--- src/rtl/alu_mul_sequencer_if.sv ---
// Request, result and shared-ALU signals between the decoder/ALU side and the multiply sequencer.
// The master side raises start and supplies the ALU result; the slave side is the sequencer.
interface alu_mul_sequencer_if #(
  parameter int N = 32
);
  logic         start;
  logic         accumulate;
  logic [N-1:0] op_a;
  logic [N-1:0] op_b;
  logic [N-1:0] acc_lo_in;
  logic [N-1:0] acc_hi_in;
  logic         busy;
  logic         done;
  logic [N-1:0] result_lo;
  logic [N-1:0] result_hi;
  logic         res_n;
  logic         res_z;
  logic [N-1:0] alu_a;
  logic [N-1:0] alu_b;
  logic [2:0]   alu_ctl;
  logic         alu_carry;
  logic [N-1:0] alu_result;
  logic [1:0]   alu_cv_flags;

  modport master (
    output start, accumulate, op_a, op_b, acc_lo_in, acc_hi_in, alu_result, alu_cv_flags,
    input  busy, done, result_lo, result_hi, res_n, res_z, alu_a, alu_b, alu_ctl, alu_carry
  );

  modport slave (
    input  start, accumulate, op_a, op_b, acc_lo_in, acc_hi_in, alu_result, alu_cv_flags,
    output busy, done, result_lo, result_hi, res_n, res_z, alu_a, alu_b, alu_ctl, alu_carry
  );
endinterface

--- src/rtl/alu_mul_sequencer.sv ---
// Shift-and-add unsigned multiply(-accumulate) through the shared ALU; done N+1 (N+3 with accumulate) cycles after start.
// No backpressure: start is taken only in IDLE and ignored otherwise; the pipeline stalls on busy.
module alu_mul_sequencer #(
  parameter int N = 32
) (
  input logic             clk,
  input logic             n_reset,
  alu_mul_sequencer_if.slave bus
);
  localparam int CW = (N > 1) ? $clog2(N) : 1;
  localparam logic [2:0] ALU_ADD = 3'b000;
  localparam logic [2:0] ALU_ADC = 3'b100;

  typedef enum logic [2:0] {
    S_IDLE,
    S_MUL,
    S_ACC_LO,
    S_ACC_HI,
    S_DONE
  } state_t;

  state_t        state, state_nxt;
  logic [N-1:0]  a_reg, a_nxt;
  logic [N-1:0]  hi, hi_nxt;
  logic [N-1:0]  lo, lo_nxt;
  logic [N-1:0]  acc_lo, acc_lo_nxt;
  logic [N-1:0]  acc_hi, acc_hi_nxt;
  logic          acc_flag, acc_flag_nxt;
  logic          carry_reg, carry_nxt;
  logic [CW-1:0] count, count_nxt;
  logic [N-1:0]  result_lo, result_lo_nxt;
  logic [N-1:0]  result_hi, result_hi_nxt;
  logic          res_n, res_n_nxt;
  logic          res_z, res_z_nxt;

  logic          busy, done;
  logic [N-1:0]  alu_a, alu_b;
  logic [2:0]    alu_ctl;
  logic          alu_carry;
  logic          alu_c;
  logic          alu_v_unused;

  assign alu_c        = bus.alu_cv_flags[1];
  assign alu_v_unused = bus.alu_cv_flags[0];

  always_ff @(posedge clk or negedge n_reset) begin
    if (!n_reset) begin
      state     <= S_IDLE;
      a_reg     <= '0;
      hi        <= '0;
      lo        <= '0;
      acc_lo    <= '0;
      acc_hi    <= '0;
      acc_flag  <= 1'b0;
      carry_reg <= 1'b0;
      count     <= '0;
      result_lo <= '0;
      result_hi <= '0;
      res_n     <= 1'b0;
      res_z     <= 1'b1;
    end else begin
      state     <= state_nxt;
      a_reg     <= a_nxt;
      hi        <= hi_nxt;
      lo        <= lo_nxt;
      acc_lo    <= acc_lo_nxt;
      acc_hi    <= acc_hi_nxt;
      acc_flag  <= acc_flag_nxt;
      carry_reg <= carry_nxt;
      count     <= count_nxt;
      result_lo <= result_lo_nxt;
      result_hi <= result_hi_nxt;
      res_n     <= res_n_nxt;
      res_z     <= res_z_nxt;
    end
  end

  always_comb begin
    state_nxt     = state;
    a_nxt         = a_reg;
    hi_nxt        = hi;
    lo_nxt        = lo;
    acc_lo_nxt    = acc_lo;
    acc_hi_nxt    = acc_hi;
    acc_flag_nxt  = acc_flag;
    carry_nxt     = carry_reg;
    count_nxt     = count;
    result_lo_nxt = result_lo;
    result_hi_nxt = result_hi;
    res_n_nxt     = res_n;
    res_z_nxt     = res_z;
    busy          = 1'b0;
    done          = 1'b0;
    alu_a         = '0;
    alu_b         = '0;
    alu_ctl       = ALU_ADD;
    alu_carry     = 1'b0;

    case (state)
      S_IDLE: begin
        if (bus.start) begin
          a_nxt        = bus.op_a;
          lo_nxt       = bus.op_b;
          hi_nxt       = '0;
          acc_lo_nxt   = bus.acc_lo_in;
          acc_hi_nxt   = bus.acc_hi_in;
          acc_flag_nxt = bus.accumulate;
          count_nxt    = '0;
          state_nxt    = S_MUL;
        end
      end
      S_MUL: begin
        busy  = 1'b1;
        alu_a = hi;
        alu_b = lo[0] ? a_reg : '0;
        // Partial sum (with its carry) shifts right into hi; its LSB enters lo as multiplier bits retire.
        {hi_nxt, lo_nxt} = {alu_c, bus.alu_result, lo[N-1:1]};
        count_nxt = count + 1'b1;
        if (count == CW'(N - 1)) begin
          state_nxt = acc_flag ? S_ACC_LO : S_DONE;
        end
      end
      S_ACC_LO: begin
        busy      = 1'b1;
        alu_a     = lo;
        alu_b     = acc_lo;
        lo_nxt    = bus.alu_result;
        carry_nxt = alu_c;
        state_nxt = S_ACC_HI;
      end
      S_ACC_HI: begin
        busy      = 1'b1;
        alu_a     = hi;
        alu_b     = acc_hi;
        alu_ctl   = ALU_ADC;
        alu_carry = carry_reg;
        hi_nxt    = bus.alu_result;
        state_nxt = S_DONE;
      end
      S_DONE: begin
        done      = 1'b1;
        state_nxt = S_IDLE;
      end
      default: begin
        state_nxt = S_IDLE;
      end
    endcase

    // Results load on entry to DONE so they are already valid while done is high.
    if (state != S_DONE && state_nxt == S_DONE) begin
      result_lo_nxt = lo_nxt;
      result_hi_nxt = hi_nxt;
      res_n_nxt     = hi_nxt[N-1];
      res_z_nxt     = ~|{hi_nxt, lo_nxt};
    end
  end

  assign bus.busy      = busy;
  assign bus.done      = done;
  assign bus.result_lo = result_lo;
  assign bus.result_hi = result_hi;
  assign bus.res_n     = res_n;
  assign bus.res_z     = res_z;
  assign bus.alu_a     = alu_a;
  assign bus.alu_b     = alu_b;
  assign bus.alu_ctl   = alu_ctl;
  assign bus.alu_carry = alu_carry;
endmodule

--- src/flat_wrapper.sv ---
// flat-port wrapper written by rule: the top's interface ports become plain ports
module alu_mul_sequencer_flat 
#(
  parameter int N = 32
)
  (clk, n_reset, bus_start, bus_accumulate, bus_op_a, bus_op_b, bus_acc_lo_in, bus_acc_hi_in, bus_alu_result, bus_alu_cv_flags, bus_busy, bus_done, bus_result_lo, bus_result_hi, bus_res_n, bus_res_z, bus_alu_a, bus_alu_b, bus_alu_ctl, bus_alu_carry);
  alu_mul_sequencer_if #(.N(N)) bus_i ();
  input logic clk;
  input logic n_reset;
  input wire logic [$bits(bus_i.start)-1:0] bus_start;
  input wire logic [$bits(bus_i.accumulate)-1:0] bus_accumulate;
  input wire logic [$bits(bus_i.op_a)-1:0] bus_op_a;
  input wire logic [$bits(bus_i.op_b)-1:0] bus_op_b;
  input wire logic [$bits(bus_i.acc_lo_in)-1:0] bus_acc_lo_in;
  input wire logic [$bits(bus_i.acc_hi_in)-1:0] bus_acc_hi_in;
  input wire logic [$bits(bus_i.alu_result)-1:0] bus_alu_result;
  input wire logic [$bits(bus_i.alu_cv_flags)-1:0] bus_alu_cv_flags;
  output wire logic [$bits(bus_i.busy)-1:0] bus_busy;
  output wire logic [$bits(bus_i.done)-1:0] bus_done;
  output wire logic [$bits(bus_i.result_lo)-1:0] bus_result_lo;
  output wire logic [$bits(bus_i.result_hi)-1:0] bus_result_hi;
  output wire logic [$bits(bus_i.res_n)-1:0] bus_res_n;
  output wire logic [$bits(bus_i.res_z)-1:0] bus_res_z;
  output wire logic [$bits(bus_i.alu_a)-1:0] bus_alu_a;
  output wire logic [$bits(bus_i.alu_b)-1:0] bus_alu_b;
  output wire logic [$bits(bus_i.alu_ctl)-1:0] bus_alu_ctl;
  output wire logic [$bits(bus_i.alu_carry)-1:0] bus_alu_carry;
  assign bus_i.start = bus_start;
  assign bus_i.accumulate = bus_accumulate;
  assign bus_i.op_a = bus_op_a;
  assign bus_i.op_b = bus_op_b;
  assign bus_i.acc_lo_in = bus_acc_lo_in;
  assign bus_i.acc_hi_in = bus_acc_hi_in;
  assign bus_i.alu_result = bus_alu_result;
  assign bus_i.alu_cv_flags = bus_alu_cv_flags;
  assign bus_busy = bus_i.busy;
  assign bus_done = bus_i.done;
  assign bus_result_lo = bus_i.result_lo;
  assign bus_result_hi = bus_i.result_hi;
  assign bus_res_n = bus_i.res_n;
  assign bus_res_z = bus_i.res_z;
  assign bus_alu_a = bus_i.alu_a;
  assign bus_alu_b = bus_i.alu_b;
  assign bus_alu_ctl = bus_i.alu_ctl;
  assign bus_alu_carry = bus_i.alu_carry;
  alu_mul_sequencer #(.N(N)) u_core (.clk(clk), .n_reset(n_reset), .bus(bus_i));
endmodule
--- config.mk ---
export PLATFORM = sky130hd
export DESIGN_NAME = alu_mul_sequencer_flat
export DESIGN_NICKNAME = d
export VERILOG_FILES = /design/src/rtl/alu_mul_sequencer_if.sv /design/src/rtl/alu_mul_sequencer.sv /design/src/flat_wrapper.sv
export SDC_FILE = /design/constraint.sdc
export NUM_CORES = 1
export LEC_CHECK = 0
export CAP_MARGIN = 20
export CORE_AREA = 2 2 145 147
export CTS_BUF_LIST = sky130_fd_sc_hd__clkbuf_8
export DETAILED_ROUTE_END_ITERATION = 7
export DIE_AREA = 0 0 147 149
export GPL_TIMING_DRIVEN = 0
export PLACE_DENSITY = 0.9
export SLEW_MARGIN = 0
export SYNTH_ARGS = -nofsm -noshare
export SYNTH_HDL_FRONTEND = slang
export SYNTH_SLANG_ARGS = --single-unit
--- constraint.sdc ---
create_clock -name clk -period 5 [get_ports clk]
set_input_delay 0.5 -clock clk [delete_from_list [all_inputs] [get_ports clk]]
set_output_delay 0.5 -clock clk [all_outputs]
set_load 0.02 [all_outputs]
Yosys cells after proc, flatten, opt, wreduce, memory -nomap -nowiden --
Index checks and enable logic that the tools add are counted.
Cells by class: add/subtract/negate cells 1, multiply operators 0, div/mod/pow operators 0, magnitude comparators 0, equal/unequal tests 8, shift operators 0, multiplexer cells 17, bitwise gates (word level) 0, reduce and logical (&&, ||, !) cells 9
Operators by type and width (number):
- $pmux 32 s3 | 3
- $mux 32 | 3
- $pmux 32 s2 | 1
- $reduce_or 64->1 | 1
- $mux 3 | 4
- $pmux 3 s4 | 1
- $pmux 5 s2 | 1
- $eq 3x2->1 const B | 2
- $eq 3x3->1 const B | 2
- $add 5x1->5 const B | 1
- $eq 5x5->1 const B | 1
- $mux 5 | 1
- $reduce_and 2->1 | 2
- $eq 3x1->1 const B | 1
- $logic_not 3->1 | 1
- $mux 1 | 3
- $ne 3x3->1 const B | 1
- $reduce_or 3->1 | 1
- $ne 2x2->1 const B | 1
- $reduce_bool 2->1 | 1
- $reduce_or 2->1 | 1
- $logic_and 1x1->1 | 1
- $logic_not 1->1 | 1
Storage, ports and cells: register bits after elaboration 236, bits in latches 0, RAM bits 0, ROM bits 0, input bits 166, word-level logic and storage cells 48, memories kept 0

Depth between registers and ports, before layout --
depth after elaboration 5, mapped depth 11

Worst setup path after synthesis --
OpenSTA, ideal clock, no wires.
kind reg2out, from reg u_core.state[1], to out bus_alu_b[10], data arrival time 1.785 ns, data required time 4.500 ns, setup slack 2.715 ns, cell stages (with the launch flop) 8, path through dfrtp_1 > buf_6 > nor3b_2 > and2_0 > clkbuf_1 > clkbuf_1 > a222oi_1 > inv_1
Between the ends: cells in the longest elaborated chain, start to end 2, elaborated cells between the ends (all ways) 4, classes of those cells eq/ne (3); mux (1)
Ends and longest elaborated chain:
- from (decl) | RTL line alu_mul_sequencer.sv:22 | state_t state, state_nxt;
- from (signal assigned) | RTL line alu_mul_sequencer.sv:62 | state <= state_nxt;
- $eq 3x2->1 or $eq 3x1->1 (tied branches) | RTL line alu_mul_sequencer.sv:99 | case (state)
- $pmux 32 s3 (*) | RTL line alu_mul_sequencer.sv:99
- to (decl) | RTL line flat_wrapper.sv:25 | output wire logic [$bits(bus_i.alu_b)-1:0] bus_alu_b;
Mark *: on every way between the ends. The rest lies on a longest branch, timed or not.

Worst setup path in the final report --
from reg u_core.state[1], to out bus_alu_b[22]
Same word-level chain as after synthesis.

==> impl_metrics.py <==
metrics = {
    "status": {
        "status": "complete, but fails checks",
        "violations": "DRC",
    },
    "cells_and_area": {
        "diodes": 0,
        "area_delta_synth_final_pct": 38.5,
        "fill_cells": 1441,
        "nets": 1497,
        "drive_gt1_share_pct": 16.9,
    },
    "sta": {
        "final-max-slew-violation-count": 0,
        "timing.fmax_ghz": 0.228,
        "finalCritPeriodShare_pct": 87.9,
        "setup_viol": 0,
        "worstMarginPinSlew_ps": 944,
        "report.final.hold_viol_count": 0,
        "slew_headroom_pct": 36.8,
        "fin_skew_ps": 29.3,
        "rsz0062_at_grt": "false",
        "finalCriticalPeriod_ps": 4390,
        "worst_slack_ps": 605,
        "whs_ps": 477,
    },
    "floorplan": {
        "initial_core_util_pct": 52.9,
        "die-area_mm2": 0.0219,
        "coreArea_mm2": 0.0206,
        "die_h_um": 149,
        "io_pins": 302,
        "dieWidth_um": 147,
        "row_count": 53,
    },
    "logic_synthesis": {
        "ys_top_cells_by_area": "dfrtp_1, mux2_2, nand2_1",
        "async_reset_ff_share_pct": 100,
        "synthSimpleGateAreaFrac_pct": 9.95,
        "synth_mux_area_share_pct": 14.3,
        "synth_most_common_cell": "dfrtp_1",
        "synth_adder_area_share_pct": 0.230,
        "ys_types": 60,
        "synth_compound_area_share_pct": 15.4,
        "synth_ff_type": "dfrtp_1",
        "synth_top_family_by_area": "compound AO/OA/AOI/OAI gates",
        "synth_top_area_share_pct": 53.9,
        "synth_common_cells": "dfrtp_1, nand2_1, mux2_2",
        "synth-warning-count": 0,
        "syn_area_mm2": 0.0109,
        "ys_ff_latch": 235,
        "yosys.area.top_type": "dfrtp_1",
        "synth_xor_area_share_pct": 0,
        "avgSynthCellArea_um2": 11.0,
        "synth_edf_count": 0,
        "syn_inst": 986,
        "seq_area_frac_synth_pct": 54.1,
    },
    "place": {
        "post-place-ws_ps": 1390,
        "port_buffers": 298,
        "hpwlAfterDp_mm": 30.3,
        "gp_congestion": 1.04,
    },
    "clocking": {
        "clockBufferDepth": 3,
        "clk_latency_ps": 560,
        "cts_tree": "built",
        "cts_resized": 0,
        "cts_htree_levels": 2,
        "clock-sinks": 235,
        "clk_pin_slew_ps": 60,
        "tritoncts.num_buffers": 39,
        "clockRootBuffer": "clkbuf_8",
    },
    "worst_setup_path": {
        "worstPathArrival_ps": 3890,
        "criticalPathCategory": "register to output port",
        "worstPathMaxFanout": 10,
        "worstSetupEndpointType": "output port",
        "cp.required_ps": 4500,
        "setup.worst_path.start_class": "register",
    },
    "detailed_routing": {
        "highest_layer": "met4",
        "firstDrtPassIters": 8,
        "route.met2.wl_mm": 19.3,
        "drc": 3,
        "ant_nets": 0,
        "vias": 10225,
        "initialDrtViolationCount": 1370,
        "vias_per_cell": 6.26,
        "drt-met1-wl_mm": 14.3,
        "wl_met3_mm": 5.43,
        "wl_per_cell_um": 25.1,
        "wl_mm": 41.0,
    },
    "hold_path": {
        "hp-class": "primary input to asynchronous set/reset pin",
    },
    "flow_run": {
        "drv_cap": 0,
    },
    "pwr": {
        "leakage_nw": 6.75,
        "p_per_area_mw_per_mm2": 647,
        "ir_worst_vdd_v": 0.000389,
        "finalPower_mw": 9.74,
    },
    "grt": {
        "antenna_found_initial": 1,
        "grt_first_pass_wirelength_mm": 61.6,
        "track_usage_pct": 37.1,
        "grt_pass1_vias": 10480,
        "grt-ovfl-total": 0,
        "grt_max_degree": 90,
    },
}
-- final timing paths --
check	startpoint	end	slack (ps)	cells past startpoint
setup / recovery	u_core.state[1]	bus_alu_b[22]	610	8
hold / removal	n_reset	u_core.bus.result_lo[13]	480	2
setup reg to reg	u_core.state[2]	u_core.bus.res_z	2010	9
hold reg to reg	u_core.bus.result_lo[25]	u_core.bus.result_lo[25]	480	2
max in group asynchronous	n_reset	u_core.acc_hi[20]	3300	4
min in group clk	u_core.bus.result_lo[25]	u_core.bus.result_lo[25]	480	2
-- where the power goes --
group	internal (mW)	total, mW	switching (mW)	leakage [nW]
Sequential	2.82	3.50	0.686	2.71
Clock	0.904	1.71	0.801	0.455
Combinational	2.10	4.53	2.43	3.59
Total	5.82	9.74	3.92	6.75
-- logic make-up after synthesis --
logic type / count (synthesis)
and+or+nand+nor: 240
other: 1
AOI/OAI and AO/OA: 227
adders and majority gates: 2
buffers and inverters: 140
muxes: 141
DFF: 235
-- repair_timing --
item | CTS | global route
buffers inserted | 0 | 0
hold buffers | 1 | 0
hold endpoints to repair | 65 | 0
-- layout make-up --
cell class | instances | area (um^2) | area share [%]
Buffer | 75 | 403 | 2.68
Clock buffer | 50 | 688 | 4.57
Clock inverter | 20 | 93.8 | 0.623
Inverter | 65 | 244 | 1.62
Multi-Input combinational cell | 612 | 4340 | 28.9
Sequential cell | 235 | 5880 | 39.1
Tap cell | 275 | 344 | 2.29
Timing Repair Buffer | 301 | 3050 | 20.3
-- metrics by stage --
step / util [%] / instances / TNS [ps] / cell area [um^2]
5_1_grt: 73.2 / 1633 / 0 / 15100
3_5_place_dp: 69.4 / 1562 / 0 / 14300
2_1_floorplan: - / 987 / 0 / 10900
3_3_place_gp: 69.1 / 1560 / -1459500 / 14200
4_1_cts: 73.2 / 1633 / 0 / 15100
6_report: 73.2 / 1633 / 0 / 15100
-- cells in the final DEF (no fill, tap or decap), types with 5 or more instances in the layout --
cell / instances
buf_2: 28
buf_4: 6
nand4_1: 9
inv_1: 74
nor4_1: 7
a21oi_1: 19
clkdlybuf4s50_1: 297
a222oi_1: 43
a22o_1: 49
clkbuf_8: 50
buf_6: 7
clkbuf_1: 23
dfrtp_1: 234
mux2i_1: 28
mux2_2: 113
buf_1: 10
a21o_1: 5
nor2_1: 35
clkinv_2: 7
o21ai_0: 67
nand2_1: 148
a22oi_1: 12
nor2b_1: 6
a221o_1: 5
nor3_1: 7
-- critical path: stages, from the launching register on --
cell             delay (ps)
dfrtp_1                 400
buf_6                   150
nor3b_2                 780
and2_0                  220
clkbuf_1                250
clkbuf_1                540
a222oi_1                240
inv_1                   140
clkdlybuf4s50_1         620
-- layer usage --
layer	up-vias	GRT usage, %
met2	848	62.0
li1	4238	-
met4	0	15.1
met3	152	11.8
met1	4987	45.1
met5	-	0
Power figures use the tool's default switching activity.
